### src/rtl/uart_transmitter.sv
// UART transmitter: 11-bit frame (start, 8 data MSB first, parity, stop) serializer
// fed through a one-byte valid/ready holding buffer.
module uart_transmitter #(
  parameter int CLKS_PER_BIT = 16,
  parameter bit PARITY_ODD   = 1'b0
) (
  input  logic       clk,
  input  logic       rst,
  input  logic [7:0] tx_data,
  input  logic       tx_valid,
  output logic       tx_ready,
  output logic       tx_out,
  output logic       busy,
  output logic       frame_done
);

  localparam int BW = (CLKS_PER_BIT > 1) ? $clog2(CLKS_PER_BIT) : 1;
  localparam logic [BW-1:0] BAUD_LAST     = BW'(CLKS_PER_BIT - 1);
  localparam logic [BW-1:0] BAUD_PRE_LAST = BW'(CLKS_PER_BIT - 2);

  typedef enum logic [2:0] {IDLE, START, DATA, PARITY, STOP} state_t;

  state_t        state;
  logic [7:0]    hold_buf;
  logic          full;
  logic [7:0]    shift_reg;
  logic [2:0]    bit_idx;
  logic [BW-1:0] baud_cnt;

  logic baud_end;
  logic accept;
  logic parity_bit;

  assign baud_end   = (baud_cnt == BAUD_LAST);
  assign accept     = tx_valid && !full;
  assign parity_bit = (^shift_reg) ^ PARITY_ODD;
  assign tx_ready   = !full;
  assign busy       = (state != IDLE);

  // frame_done is registered one cycle early so it lines up with the final stop cycle.
  // Accept and load never coincide: accept needs !full, load needs full.
  always_ff @(posedge clk or posedge rst) begin
    if (rst) begin
      state      <= IDLE;
      hold_buf   <= '0;
      full       <= 1'b0;
      shift_reg  <= '0;
      bit_idx    <= '0;
      baud_cnt   <= '0;
      tx_out     <= 1'b1;
      frame_done <= 1'b0;
    end else begin
      frame_done <= (state == STOP) && (baud_cnt == BAUD_PRE_LAST);

      if (accept) begin
        hold_buf <= tx_data;
        full     <= 1'b1;
      end

      if (state != IDLE) begin
        baud_cnt <= baud_end ? '0 : baud_cnt + BW'(1);
      end

      unique case (state)
        IDLE: begin
          if (full) begin
            shift_reg <= hold_buf;
            full      <= 1'b0;
            baud_cnt  <= '0;
            tx_out    <= 1'b0;
            state     <= START;
          end
        end
        START: begin
          if (baud_end) begin
            bit_idx <= 3'd7;
            tx_out  <= shift_reg[7];
            state   <= DATA;
          end
        end
        DATA: begin
          if (baud_end) begin
            if (bit_idx == 3'd0) begin
              tx_out <= parity_bit;
              state  <= PARITY;
            end else begin
              bit_idx <= bit_idx - 3'd1;
              tx_out  <= shift_reg[bit_idx - 3'd1];
            end
          end
        end
        PARITY: begin
          if (baud_end) begin
            tx_out <= 1'b1;
            state  <= STOP;
          end
        end
        STOP: begin
          if (baud_end) begin
            if (full) begin
              shift_reg <= hold_buf;
              full      <= 1'b0;
              tx_out    <= 1'b0;
              state     <= START;
            end else begin
              state <= IDLE;
            end
          end
        end
        default: begin
          state  <= IDLE;
          tx_out <= 1'b1;
        end
      endcase
    end
  end

endmodule

### config.mk
export PLATFORM = sky130hd
export DESIGN_NAME = uart_transmitter
export DESIGN_NICKNAME = d
export VERILOG_FILES = /design/src/rtl/uart_transmitter.sv
export SDC_FILE = /design/constraint.sdc
export NUM_CORES = 1
export LEC_CHECK = 0
export BUFFER_PORTS_ARGS = -buffer_cell sky130_fd_sc_hd__buf_2
export CORE_MARGIN = 2
export CORE_UTILIZATION = 32
export CTS_CLUSTER_SIZE = 30
export DETAILED_ROUTE_END_ITERATION = 16
export GPL_TIMING_DRIVEN = 0
export HOLD_SLACK_MARGIN = 0.05
export SYNTH_ARGS = -nofsm -noshare
export SYNTH_HDL_FRONTEND = slang
export SYNTH_SLANG_ARGS = --single-unit
### constraint.sdc
create_clock -name clk -period 5.3 [get_ports clk]
set_clock_uncertainty 0.1 [all_clocks]
set_input_delay 1.06 -clock clk [delete_from_list [all_inputs] [get_ports clk]]
set_output_delay 1.06 -clock clk [all_outputs]
set_load 0.005 [all_outputs]
# Word level (Yosys, flattened, before mapping)
# Cells that the tools add are included.
# Widths: inputs -> output; s select.
[totals]
mem_bits_rw = 0
latch_bits = 0
n_memories = 0
mem_bits_ro = 0
out_inout_bits = 4
reg_bits = 29
[classes]
bitwise = 0
n_lt_le_gt_ge = 1
muxes = 32
eq_ne = 13
n_div = 0
n_addsub = 2
n_reduce_logical = 13
n_mul = 0
shift = 0
[ops]
columns = ["op", "n"]
rows = [
  ["$mux 3", 9],
  ["$mux 4", 4],
  ["$mux 8", 2],
  ["$pmux 8 s2", 1],
  ["$pmux 3 s5", 1],
  ["$ne 2x2->1 const B", 7],
  ["$mux 1", 11],
  ["$eq 4x4->1 const B", 2],
  ["$reduce_and 4->1", 2],
  ["$reduce_xor 8->1", 1],
  ["$eq 3x2->1 const B", 2],
  ["$logic_not 3->1", 2],
  ["$pmux 3 s2", 1],
  ["$reduce_and 6->1", 1],
  ["$pmux 1 s5", 1],
  ["$add 4x1->4 const B", 1],
  ["$lt 3x4->1 const B", 1],
  ["$reduce_bool 2->1", 2],
  ["$bmux 1 s3", 1],
  ["$eq 3x1->1 const B", 1],
  ["$eq 3x3->1 const B", 1],
  ["$reduce_bool 3->1", 1],
  ["$sub 3x1->3 const B", 1],
  ["$logic_and 1x1->1", 2],
  ["3 further kinds", 3],
]

# Logic depth before layout (Yosys ltp)
[logic_depth]
depth_word = 6
depth_mapped = 8
mapped_depth_nobuf = 7

# Worst setup path before layout
# No wires, ideal clock.
[synth_timing]
kind = "register -> output"
from = "register state[0]"
to = "output port busy"
path_slack_ns = 3.269
stages_incl_launch_ff = 4
required_time_ns = 4.140
arrival_time_ns = 0.871
path_cell_list = "dfrtp_1 -> buf_2 -> nor3_1 -> inv_1"
[synth_between]
elab_chain_len = 1
[synth_lines]
columns = ["item", "line_no", "text"]
rows = [
  ["from (decl)", "23", "state_t state;"],
  ["from (signal assigned)", "44", "state <= IDLE;"],
  ["from (signal assigned)", "71", "state <= START;"],
  ["from (signal assigned)", "78", "state <= DATA;"],
  ["$reduce_bool 3->1", "38", "assign busy = (state != IDLE);"],
  ["to (decl)", "13", "output logic busy,"],
]
# No other way between the ends.

# Worst setup path in the final report
# Ends and elaborated chain as after synthesis.

==> qor.yml <==
period_minus_slack_ns: 2.627
setup_repair_after_global_routing_missed_its_margin: "no"
postSynthNetCount: 147
final_layout_size_suffix_gt1_frac: 0.3203
design.final.nets: 168
worst-r2r-setup-slack_ns: 3.31
min_period_over_period: 0.4956
synth_area_leader_cell: "sky130_fd_sc_hd__dfrtp_1"
grt.overflow.total: 0
power.density_mw_per_mm2: 610.7
cts_setup_buffers: 0
core_region_area_mm2: 0.004661
timing.critical_path.slowest_stage_cell: "sky130_fd_sc_hd__dfrtp_1"
crit_buf_inv: 3
detail_route.vias_per_cell: 4.889
power.combinational.fraction: 0.435
grt_pass1_wl_mm: 4.698
hold_path_startpoint: "hold_buf[7]"
clk_latency_ns: 0.28
holdPathEnd: "shift_reg[7]"
rr_worst_depth: 7
proportion_of_total_power_due_to_net_switching: 0.3377
worstPathMaxFanout: 10
gp_congestion: 0.8084
tritoncts: "built"
drt-total-wl_mm: 2.656
height_of_the_die_um: 72.90
flow.area_growth_from_synthesis_pct: 14.74
yosys.cell_types.count: 32
netlist_instances: 132
htreeDepth: 2
initialDrtViolationCount: 7
io-pin-count: 15
worst_r2r_startpoint: "baud_cnt[0]"
clock-sinks: 29
cp_data_required_time_ns: 4.14
synth_top_area_share: 0.4613
drc_errors: 0
io_buffer_count: 14
dp_hpwl_mm: 1.969
edff_count_synth: 0
first_pass_iters: 4
postSynthAreaPerCell_um2: 11.51
rr_endpoint: "shift_reg[1]"
placement.setup.worst_slack_ns: 2.993
asyncSetResetFlopFracSynth: 1.000
wire_per_inst_um: 12.83
setup.worst_path.class: "flop to output pin"
postSynthRegisterBits: 29
synth.area.top_cells: "sky130_fd_sc_hd__dfrtp_1 46%, sky130_fd_sc_hd__mux2_4 7.9%, sky130_fd_sc_hd__mux2_2 6.7%"
worstMarginPinSlew_ns: 1.070
max_cap_violations: 0
antenna_violating_nets_post_route: 0
static-leakage-power_uw: 0.0007937
worst_setup_path_start_kind: "flop"
p_clk_frac: 0.169
max_rail_drop_vdd_mv: 0.2720
holdBufCountCts: 0
routed-via-count: 1012
tritoncts.num_buffers: 5
synth_ff_type: "sky130_fd_sc_hd__dfrtp_1"
finalHoldViolCount: 0
clockRootBuffer: "sky130_fd_sc_hd__clkbuf_8"
antenna_violations_before_repair: 0
critPathMaxStageDelay_ns: 0.37
report.final.setup_viol: 0
yosysWarnings: 0
mappedNetlistArea_mm2: 0.001519
post_cts_sizing_count: 0
critPathArrivalTime_ns: 1.47
worstPathCellList: "buf_2 > nor3_1 > inv_1 > buf_2"
hold-path-cell-count: 1
critical-path-top-cell-by-count: "sky130_fd_sc_hd__buf_2"
via_count_of_the_first_global_routing_pass: 1040
grt_start_max_net_pins: 30
path_clk_slew_ns: 0.06
maxSlewHeadroom: 0.2859
status: "finished, final reports clean"
p_seq_frac: 0.397
grtUsageTotal: 0.1171
synth_seq_area_share: 0.4786
initial_utilization: 0.3259
report.final.slew_viol_count: 0
cts-root-to-sink-buffers: 2
dieArea_mm2: 0.005314
internal_power_uw: 705.0
critical-path-top-delay-family: "buffers and inverters"
p_switching_uw: 359.4
max_clock_freq_mhz: 380.7
worstSetupEndpointType: "output pin"
timing.hold.worst.class: "flop to flop"
standard_cell_rows: 25
post-route-worst-setup-slack_ns: 2.673
fin_setup_tns_ns: 0
die_width_um: 72.90
n_antenna_cell: 0
## cell families (layout without fill, tap and decap cells)
logic type,after synthesis,in the layout,synth area share
multiplexers,20,20,0.1820
adder cells (fa/ha/maj),4,4,0.03295
AO/OA/AOI/OAI,20,20,0.07166
XOR/XNOR,9,9,0.05190
buffers and inverters,14,35,0.05271
AND/OR/NAND/NOR,36,36,0.1301
flip-flops,29,29,0.4786
## layout make-up
type / count / area, um^2
flip-flops and latches: 29 / 726.9
inverters: 8 / 30.03
fillers: 454 / 2918
well taps: 54 / 67.56
plain buffers: 6 / 50.05
clock buffers: 7 / 86.33
multi-input cells: 89 / 711.9
repair buffers: 14 / 70.07
## power groups by stage
stage          logic (uW)  registers (uW)  clock network, uW
2_1_floorplan         400             398                  0
5_1_grt               517             441                197
6_report              463             422                180
4_1_cts               470             422                189
3_5_place_dp          468             426                  0
3_3_place_gp          450             417                  0
## metal layers
metal,GRT usage,up-vias,wire (um)
li1,-,494,-
met4,0.07819,0,81
met3,0.02901,7,74
met1,0.1374,496,1181
met5,0,-,0
met2,0.1889,15,1318
## worst max-delay path by stage
stage             start    to  slack (ns)  depth (start not counted)
2_1_floorplan  state[0]  busy        3.27                          3
3_3_place_gp   state[0]  busy        3.05                          4
3_5_place_dp   state[0]  busy        2.99                          4
4_1_cts        state[0]  busy        2.68                          4
5_1_grt        state[0]  busy        2.55                          4
6_report       state[0]  busy        2.67                          4
## synth_stat cells (3+ instances only)
| cell type | instances |
|---|---|
| sky130_fd_sc_hd__dfrtp_1 | 28 |
| sky130_fd_sc_hd__a21oi_1 | 9 |
| sky130_fd_sc_hd__mux2_2 | 9 |
| sky130_fd_sc_hd__inv_1 | 8 |
| sky130_fd_sc_hd__mux2_4 | 8 |
| sky130_fd_sc_hd__nand2_1 | 8 |
| sky130_fd_sc_hd__nor2_1 | 8 |
| sky130_fd_sc_hd__o21ai_0 | 7 |
| sky130_fd_sc_hd__xnor2_1 | 7 |
| sky130_fd_sc_hd__ha_1 | 4 |
| sky130_fd_sc_hd__nor3_1 | 4 |
| sky130_fd_sc_hd__buf_6 | 3 |
| sky130_fd_sc_hd__nand3_1 | 3 |
## worst reg2reg max path, stage by stage, from the launching register on
cell,delay [ns]
sky130_fd_sc_hd__dfrtp_1,0.42
sky130_fd_sc_hd__ha_1,0.26
sky130_fd_sc_hd__and3_1,0.20
sky130_fd_sc_hd__buf_6,0.13
sky130_fd_sc_hd__o21ai_2,0.15
sky130_fd_sc_hd__nand2b_4,0.15
sky130_fd_sc_hd__buf_6,0.16
sky130_fd_sc_hd__mux2_4,0.31
## through the flow
| step | power (uW) | utilization | cell area, um^2 | hold WS [ns] | cells |
|---|---|---|---|---|---|
| floorplan | 798.3 | - | 1519 | 0.3779 | 132 |
| global placement | 867.2 | 0.3554 | 1657 | 0.3867 | 200 |
| detailed placement | 893.9 | 0.3554 | 1657 | 0.3967 | 200 |
| CTS | 1081 | 0.3740 | 1743 | 0.4095 | 207 |
| global route | 1155 | 0.3740 | 1743 | 0.4207 | 207 |
| finish | 1064 | 0.3740 | 1743 | 0.4054 | 207 |
## cell usage in the layout, fill, tap and decap left out, drive strengths merged, types with 3 or more instances in the layout
cell type	n
nand2b	3
mux2	17
clkbuf	8
a21oi	9
inv	8
ha	4
buf	19
nand2	8
dfrtp	28
xnor2	7
nand3	3
nor2	8
o21ai	8
nor3	4
No activity file was read; power rests on OpenSTA's default activity.
